[config.mk]
export PLATFORM = sky130hd
export DESIGN_NAME = stopwatch_ctrl_flat
export DESIGN_NICKNAME = d
export VERILOG_FILES = /design/src/rtl/stopwatch_pkg.sv /design/src/rtl/stopwatch_ctrl_if.sv /design/src/rtl/btn_debounce.sv /design/src/rtl/stopwatch_ctrl.sv /design/src/flat_wrapper.sv
export SDC_FILE = /design/constraint.sdc
export NUM_CORES = 1
export LEC_CHECK = 0
export CORE_MARGIN = 1.5
export CORE_UTILIZATION = 64
export CTS_BUF_LIST = sky130_fd_sc_hd__clkbuf_4
export DETAILED_ROUTE_END_ITERATION = 6
export PLACE_DENSITY = 0.85
export SKIP_LAST_GASP = 1
export SYNTH_ARGS = -nofsm -noshare
export SYNTH_HDL_FRONTEND = slang
export SYNTH_HIERARCHICAL = 1
export SYNTH_SLANG_ARGS = --single-unit
[constraint.sdc]
create_clock -name clk -period 3.28 [get_ports clk]
set_input_delay 0.328 -clock clk [delete_from_list [all_inputs] [get_ports clk]]
set_output_delay 0.328 -clock clk [all_outputs]
set_load 0.01 [all_outputs]
[src/rtl/stopwatch_pkg.sv]
// ============================================================================
// Module  : stopwatch_pkg
// Brief   : State encoding shared by the stopwatch controller and its bus.
// Rev     : 1.0 - initial release
// ============================================================================
`default_nettype none

package stopwatch_pkg;

   localparam int unsigned STATE_W = 2;

   typedef enum logic [STATE_W-1:0] {
      ST_IDLE   = 2'b00,
      ST_RUN    = 2'b01,
      ST_LAP    = 2'b10,
      ST_PAUSED = 2'b11
   } state_t;

endpackage : stopwatch_pkg

`default_nettype wire

[src/rtl/stopwatch_ctrl_if.sv]
// ============================================================================
// Module  : stopwatch_ctrl_if
// Brief   : Button inputs and counter/display control outputs of the stopwatch.
// Rev     : 1.0 - initial release
// ============================================================================
`default_nettype none

interface stopwatch_ctrl_if;

   logic                              btn_ss;
   logic                              btn_lr;
   logic                              tick;
   logic                              clr;
   logic                              freeze;
   logic [stopwatch_pkg::STATE_W-1:0] state;

   modport master (
      output btn_ss, btn_lr,
      input  tick, clr, freeze, state
   );

   modport slave (
      input  btn_ss, btn_lr,
      output tick, clr, freeze, state
   );

endinterface : stopwatch_ctrl_if

`default_nettype wire

[src/rtl/btn_debounce.sv]
// ============================================================================
// Module  : btn_debounce
// Brief   : 2-FF synchronizer, counting debouncer and rising-edge press pulse.
// Rev     : 1.0 - initial release
// ============================================================================
`default_nettype none

module btn_debounce #(
   parameter int unsigned DEBOUNCE_CYCLES = 4
) (
   input  wire logic clk,
   input  wire logic rst_n,
   input  wire logic i_btn,
   output logic      o_press
);

   localparam int unsigned          c_CNT_W    = $clog2(DEBOUNCE_CYCLES + 1);
   localparam logic [c_CNT_W-1:0]   c_CNT_LAST = c_CNT_W'(DEBOUNCE_CYCLES - 1);

   logic               r_sync1;
   logic               r_sync2;
   logic [1:0]         r_warm;
   logic               r_armed;
   logic               r_level;
   logic               r_level_d;
   logic [c_CNT_W-1:0] r_cnt;

   always_ff @(posedge clk or negedge rst_n) begin
      if (!rst_n) begin
         r_sync1   <= 1'b0;
         r_sync2   <= 1'b0;
         r_warm    <= 2'b00;
         r_armed   <= 1'b0;
         r_level   <= 1'b0;
         r_level_d <= 1'b0;
         r_cnt     <= '0;
      end else begin
         r_sync1   <= i_btn;
         r_sync2   <= r_sync1;
         r_warm    <= {r_warm[0], 1'b1};
         r_level_d <= r_level;
         // Presses are only honoured once a genuine released sample has been seen,
         // so a button held through reset release must be let go first.
         if (r_warm[1] && !r_sync2) begin
            r_armed <= 1'b1;
         end
         if (r_sync2 != r_level) begin
            if (r_cnt == c_CNT_LAST) begin
               r_level <= r_sync2;
               r_cnt   <= '0;
            end else begin
               r_cnt <= r_cnt + 1'b1;
            end
         end else begin
            r_cnt <= '0;
         end
      end
   end

   assign o_press = r_level & ~r_level_d & r_armed;

endmodule : btn_debounce

`default_nettype wire

[src/rtl/stopwatch_ctrl.sv]
// ============================================================================
// Module  : stopwatch_ctrl
// Brief   : Stopwatch start/stop/lap/reset FSM with tick prescaler.
// Rev     : 1.0 - initial release
// ============================================================================
`default_nettype none

module stopwatch_ctrl
   import stopwatch_pkg::*;
#(
   parameter int unsigned CLK_DIV         = 100,
   parameter int unsigned DEBOUNCE_CYCLES = 4
) (
   input  wire logic        clk,
   input  wire logic        rst_n,
   stopwatch_ctrl_if.slave  bus
);

   localparam int unsigned        c_PS_W    = $clog2(CLK_DIV);
   localparam logic [c_PS_W-1:0]  c_PS_LAST = c_PS_W'(CLK_DIV - 1);

   logic              w_press_ss;
   logic              w_press_lr;
   state_t            r_state;
   state_t            w_state_nxt;
   logic              w_clr_nxt;
   logic              w_running;
   logic              w_wrap;
   logic [c_PS_W-1:0] r_ps;
   logic              r_tick;
   logic              r_clr;
   logic              r_freeze;

   btn_debounce #(.DEBOUNCE_CYCLES(DEBOUNCE_CYCLES)) u_deb_ss (
      .clk     (clk),
      .rst_n   (rst_n),
      .i_btn   (bus.btn_ss),
      .o_press (w_press_ss)
   );

   btn_debounce #(.DEBOUNCE_CYCLES(DEBOUNCE_CYCLES)) u_deb_lr (
      .clk     (clk),
      .rst_n   (rst_n),
      .i_btn   (bus.btn_lr),
      .o_press (w_press_lr)
   );

   always_ff @(posedge clk or negedge rst_n) begin
      if (!rst_n) begin
         r_state <= ST_IDLE;
      end else begin
         r_state <= w_state_nxt;
      end
   end

   // Start/stop has priority: a simultaneous lap/reset press is dropped.
   always_comb begin
      w_state_nxt = r_state;
      w_clr_nxt   = 1'b0;
      case (r_state)
         ST_IDLE: begin
            if (w_press_ss) begin
               w_state_nxt = ST_RUN;
            end else if (w_press_lr) begin
               w_clr_nxt = 1'b1;
            end
         end
         ST_RUN: begin
            if (w_press_ss) begin
               w_state_nxt = ST_PAUSED;
            end else if (w_press_lr) begin
               w_state_nxt = ST_LAP;
            end
         end
         ST_LAP: begin
            if (w_press_ss) begin
               w_state_nxt = ST_PAUSED;
            end else if (w_press_lr) begin
               w_state_nxt = ST_RUN;
            end
         end
         ST_PAUSED: begin
            if (w_press_ss) begin
               w_state_nxt = ST_RUN;
            end else if (w_press_lr) begin
               w_state_nxt = ST_IDLE;
               w_clr_nxt   = 1'b1;
            end
         end
         default: begin
            w_state_nxt = ST_IDLE;
         end
      endcase
   end

   assign w_running = (r_state == ST_RUN) || (r_state == ST_LAP);
   assign w_wrap    = w_running && (r_ps == c_PS_LAST);

   // Prescaler advances on the pre-transition state so a wrap racing a pause still ticks.
   always_ff @(posedge clk or negedge rst_n) begin
      if (!rst_n) begin
         r_ps     <= '0;
         r_tick   <= 1'b0;
         r_clr    <= 1'b0;
         r_freeze <= 1'b0;
      end else begin
         if (w_state_nxt == ST_IDLE) begin
            r_ps <= '0;
         end else if (w_running) begin
            r_ps <= w_wrap ? '0 : r_ps + 1'b1;
         end
         r_tick   <= w_wrap;
         r_clr    <= w_clr_nxt;
         r_freeze <= (w_state_nxt == ST_LAP);
      end
   end

   assign bus.tick   = r_tick;
   assign bus.clr    = r_clr;
   assign bus.freeze = r_freeze;
   assign bus.state  = r_state;

endmodule : stopwatch_ctrl

`default_nettype wire

[src/flat_wrapper.sv]
// flat-port wrapper written by rule: the top's interface ports become plain ports
module stopwatch_ctrl_flat import stopwatch_pkg::*;
#(
   parameter int unsigned CLK_DIV         = 100,
   parameter int unsigned DEBOUNCE_CYCLES = 4
)
  (clk, rst_n, bus_btn_ss, bus_btn_lr, bus_tick, bus_clr, bus_freeze, bus_state);
  stopwatch_ctrl_if bus_i ();
  input  wire logic clk;
  input  wire logic rst_n;
  input wire logic [$bits(bus_i.btn_ss)-1:0] bus_btn_ss;
  input wire logic [$bits(bus_i.btn_lr)-1:0] bus_btn_lr;
  output wire logic [$bits(bus_i.tick)-1:0] bus_tick;
  output wire logic [$bits(bus_i.clr)-1:0] bus_clr;
  output wire logic [$bits(bus_i.freeze)-1:0] bus_freeze;
  output wire logic [$bits(bus_i.state)-1:0] bus_state;
  assign bus_i.btn_ss = bus_btn_ss;
  assign bus_i.btn_lr = bus_btn_lr;
  assign bus_tick = bus_i.tick;
  assign bus_clr = bus_i.clr;
  assign bus_freeze = bus_i.freeze;
  assign bus_state = bus_i.state;
  stopwatch_ctrl #(.CLK_DIV(CLK_DIV), .DEBOUNCE_CYCLES(DEBOUNCE_CYCLES)) u_core (.clk(clk), .rst_n(rst_n), .bus(bus_i));
endmodule
[Word level (Yosys, flattened, before mapping)]
Cells that the tools add are included.
Storage, ports and cells
  register bits after elaboration: 32
  input bits: 4
  output and inout port bits: 5
  logic and storage cells: 67
Operators by class
  add/sub/neg operators: 3
  eq/ne operators: 9
  mux-type cells: 18
  bitwise operators: 6
  reductions and logical operators: 12
Operator list (number)
  two-way mux 7 bit: 3
  two-way mux 2 bit: 7
  two-way mux 3 bit: 4
  one-hot mux 2 bit (4 select lines): 1
  adder 7 x 1 -> 7 bit, second input constant: 1
  == test 7 bit, second input constant: 1
  adder 3 x 1 -> 3 bit, second input constant: 2
  == test 2 bit, second input constant: 3
  == test 3 x 2 -> 1 bit, second input constant: 2
  bitwise AND 1 bit: 4
  zero test 2 bit: 2
  AND reduction 2 bit: 2
  logical AND 1 bit: 3
  two-way mux 1 bit: 3
  == test 2 x 1 -> 1 bit, second input constant: 1
  zero test 1 bit: 2
  inequality test 1 bit: 2
  inverter 1 bit: 2
  nonzero test 2 bit: 1
  OR reduction 2 bit: 1
  logical OR 1 bit: 1

[Depth between registers and ports, before layout]
  depth in word-level cells: 8
  gate-level depth with buffers: 7
  gate-level depth less buffers: 6

[Hierarchy]
The synthesis kept the hierarchy.
By module, submodules not included
  btn_debounce: instances 2, cells each 21, area an instance 345.3 um2, sequential area each 250.2 um2
  stopwatch_ctrl: instances 1, cells each 64, area an instance 673.1 um2, sequential area each 300.3 um2

[Worst setup path after synthesis]
Ideal clock, no wire load.
  kind: register to register
  from: register u_core.r_state[1], in the netlist u_core/bus.state[1]
  to: register u_core.r_ps[6]
  library setup time: 0.146 ns
  arrival time: 1.527 ns
  required time: 3.134 ns
  path slack: 1.607 ns
  stages on the path, launching flop included: 8
  buffers on the path: 1
  period minus slack after synthesis: 1.673 ns
  cell sequence: dfrtp_1 > inv_1 > ha_1 > buf_2 > nand3_1 > or3_1 > a21oi_1 > a211oi_1
On the way
  cells in the longest elaborated chain, start to end: 6
  elaborated cells on any way between the ends: 19
  those cells by class: eq/ne (3); mux (11); reduce/logical (5)
Ends and longest elaborated chain
  from (decl): line stopwatch_ctrl.sv:24  | state_t r_state;
  from (signal assigned): line stopwatch_ctrl.sv:52  | r_state <= w_state_nxt;
  branches (longest 6 deep; another with two-way mux 7 bit)
  to (signal assigned): line stopwatch_ctrl.sv:110  | r_ps <= w_wrap ? '0 : r_ps + 1'b1;
  to (decl): line stopwatch_ctrl.sv:29  | logic [c_PS_W-1:0] r_ps;
Several ways; the timed one is not identified. The select of a mux whose other input is x is not followed.
A chain may end at the register's enable or synchronous reset.

[Worst setup path in the final report]
  from: register u_core.r_state[1], in the netlist u_core/bus.state[1]
  to: register u_core.r_ps[0]
The elaborated chain is that of the path after synthesis.

==> results by group <==
CTS
  • CTS Buffer Depth: 2
  • Clock latency on the worst-skew pair: 0.33 ns
  • Clock Sinks: 32
  • Cts bufs inserted: 5
  • H-tree depth: 2
  • Clock root buffer: clkbuf_4
  • Clk slew on worst S/H paths: around 0.090 ns
  • CTS resizes: 0
  • Post-CTS setup buffer count: 0
  • Cts hold-fix bufs: 0
  • CTS tree: done

Critical path
  • R2R Path Start: u_core/bus.state[1]
  • Worst-path fanout max: 9
  • Critical path startpoint category: flip-flop
  • Crit. End Element: flip-flop
  • Slowest stage cell on the critical path: dfrtp_1
  • Top delay family on crit path: compound AO/OA/AOI/OAI gates
  • R2r worst-path depth: 6
  • Crit path DAT: between 2 and 2.5 ns
  • Worst r2r dst: u_core/r_ps[0]
  • Setup slack, reg-to-reg: 1.41 ns
  • Levels on crit path: 6
  • Crit path cell chain: inv_1 > ha_1 > or2_0 > a211oi_1 > o22a_1 > a22oi_1
  • Setup CP Type: reg -> reg
  • CP bufs+invs: 1
  • Worst setup path endpoint: u_core/r_ps[0]
  • Worst EP required: 3.46 ns
  • Slowest cell delay on critical path: around 0.46 ns
  • Worst Setup SP: u_core/bus.state[1]

Drt
  • Vias per std cell: about 5.6
  • Initial drt markers: 14
  • Routed wire per std cell: 14.3 um
  • Total Wirelength: 2.12 mm
  • Routed wl met3: approximately 110 um
  • Via count: 826
  • DR pass1 iterations: 4
  • Metal-1 WL: a little under 900 um
  • Post-route ant nets: 0
  • Met2 wire length: between 1 and 1.5 mm
  • # DRC: 0
  • Top layer used by detailed routing: met4

STA
  • Worst Skew: around 0.007 ns
  • Worst Slack Setup Final: around 1.4 ns
  • Slew @ Worst Pin: about 0.53 ns
  • Final Cycle Share: a little under three fifths
  • Setup tns final: 0 ns
  • Fmax: around 0.53 GHz
  • RSZ-0062 raised after global routing: no
  • Fin. max-slew vios: 0
  • WHS: approximately 0.36 ns
  • Rel. slew slack: 64.6%
  • Hold Violations, Final: 0
  • Endpoints failing setup: 0
  • Final min period: around 1.9 ns

Power and ir drop
  • VDD IR max: about 550 uV
  • Power per Cell Area: approximately 760 nW/um2
  • Leakage: 0.690 nW

Synthesis
  • Synthesized instance count: 106
  • Net Count, Synth: about 120
  • Share of the synthesized area in the top cell type: approximately three fifths
  • Synth Cell Area: between 1000 and 1500 um2
  • Post-synth top area cell: dfrtp_1
  • Seq/Total Area, Yosys: about three fifths
  • Yosys Warn Count: 6
  • Leading post-synthesis cells by cell area: dfrtp_1 (59%), ha_1 (6.4%), a211oi_1 (2.2%)
  • Syn Area/Cell: between 10 and 15 um2
  • Post-synth cell types: 33
  • #FFs+latches synth: 32

Floorplan
  • Placeable Area: around 2000 um2
  • Starting density of the core: a little under 70%
  • # IOs: 9
  • Die ar.: roughly 2400 um2
  • Die Wd: just under 50 um
  • Num rows: 16
  • Die Span Y: 49.2 um

Global route
  • Initial antenna violation count: 0
  • Vias in the first global route: roughly 860
  • First-pass GRT wire length: approximately 4 mm
  • Largest net degree at the start of global routing: 33
  • Grt ovf: 0
  • GRT Util Overall: 23.2%

Placement
  • DP HPWL: 1.53 mm
  • I/O Buffers: 8
  • Setup slack after placement: 1.46 ns
  • Gpl congestion: just under 0.9
  • Placed Cells incl. Taps: 140

Cells and area
  • Antenna diodes: 0
  • Fill cells: roughly 120
  • Area Overhead vs Synth: 13.2%
  • Share of layout cells above drive strength 1: about 14%
  • Most frequent cells in the layout: dfrtp_1 (32), clkdlybuf4s50_1 (8), inv_1 (7), ha_1 (7)
  • Commonest non-fill, non-tap cell in the layout: dfrtp_1
  • Post-Layout Cell Count: 148
  • Nets@finish: about 130
  • Final Util: between 70% and 80%

Worst hold path
  • HP Class: reg -> reg
  • Hold path cells: 0

Job
  • Maxcap violations: 0

Outcome
  • Status: finished, final reports clean
==> kinds of logic (layout without fill, tap and decap cells) <==
family	Yosys count	count (layout)	synth area share, %
buffers and inverters	9	24	3.12
other	2	2	0.551
AND/OR/NAND/NOR	31	31	15.8
AO/OA/AOI/OAI	15	15	8.44
flip-flops	32	32	58.7
adder cells (fa/ha/maj)	7	7	6.42
XOR/XNOR	6	6	3.85
multiplexers	4	4	3.12
==> cell usage after synthesis (all sizes together) <==
library cell and instances:
a211oi 4, xor2 3, conb 2, nor2 5, mux2 2, inv 7
nor2b 3, nand2b 3, dfrtp 32, a22oi 1, mux2i 2, and3b 2
buf 2, a31oi 1, a221oi 1, ha 7, nor3b 4, or2 1
nand4 3, nand2 3, nand3 2, xnor2 3, or3b 1, a21o 2
nor4 1, a21oi 4, nor3 2, o22a 1, or3 1, o22ai 1
==> through the flow <==
step	power (mW)	instance area, um2
2_1_floorplan	0.808	1360
3_3_place_gp	0.877	1470
3_5_place_dp	0.905	1470
4_1_cts	1.19	1540
5_1_grt	1.26	1540
6_report	1.17	1540
==> state kept, by name (all words and copies together), names as in the netlist, 2 cells and up <==
| signal | flops |
|---|---|
| u_core/r_ps | 7 |
| u_core/u_deb_lr/r_warm | 2 |
| u_core/u_deb_lr/r_cnt | 3 |
| u_core/bus.state | 2 |
| u_core/u_deb_ss/r_cnt | 3 |
| u_core/u_deb_ss/r_warm | 2 |
==> power breakdown <==
part	internal [mW]	leakage (nW)	switching, mW	total [mW]
Combinational	0.177	0.248	0.194	0.371
Clock	0.155	0.0403	0.124	0.280
Sequential	0.472	0.402	0.0521	0.524
==> how the worst min path moves through the flow <==
stage | startpoint | endpoint | slack [ns]
floorplan | rst_n | u_core/bus.clr | 0.03
global placement | u_core/u_deb_lr/r_sync1 | u_core/u_deb_lr/r_sync2 | 0.33
detailed placement | u_core/u_deb_lr/r_warm[0] | u_core/u_deb_lr/r_warm[1] | 0.34
CTS | u_core/u_deb_ss/r_warm[0] | u_core/u_deb_ss/r_warm[1] | 0.36
global route | u_core/u_deb_ss/r_warm[0] | u_core/u_deb_ss/r_warm[1] | 0.36
finish | u_core/u_deb_ss/r_warm[0] | u_core/u_deb_ss/r_warm[1] | 0.36
==> metal layers <==
layer	global-route usage, %	vias up
li1	-	392
met1	28.2	405
met2	35.4	21
met3	8.59	8
met4	13.8	0
met5	0	-
==> layout make-up <==
class                   instances  area (um2)  share of cell area [%]
inverters                       7        26.3                    1.70
clock buffers                   5        37.5                    2.43
flip-flops and latches         32         801                    51.9
multi-input cells              65         520                    33.7
repair buffers                  9        87.6                    5.67
well taps                      27        33.8                    2.19
clock inverters                 3        37.5                    2.43
==> worst reg2reg max path, delay by kind of cell (launching register included) <==
family	cells	cell delay, ns
AOI/OAI and AO/OA	3	0.75
DFF	1	0.46
adders and majority gates	1	0.22
and+or+nand+nor	1	0.21
buffers and inverters	1	0.09
(Power assumes the default switching activity.)
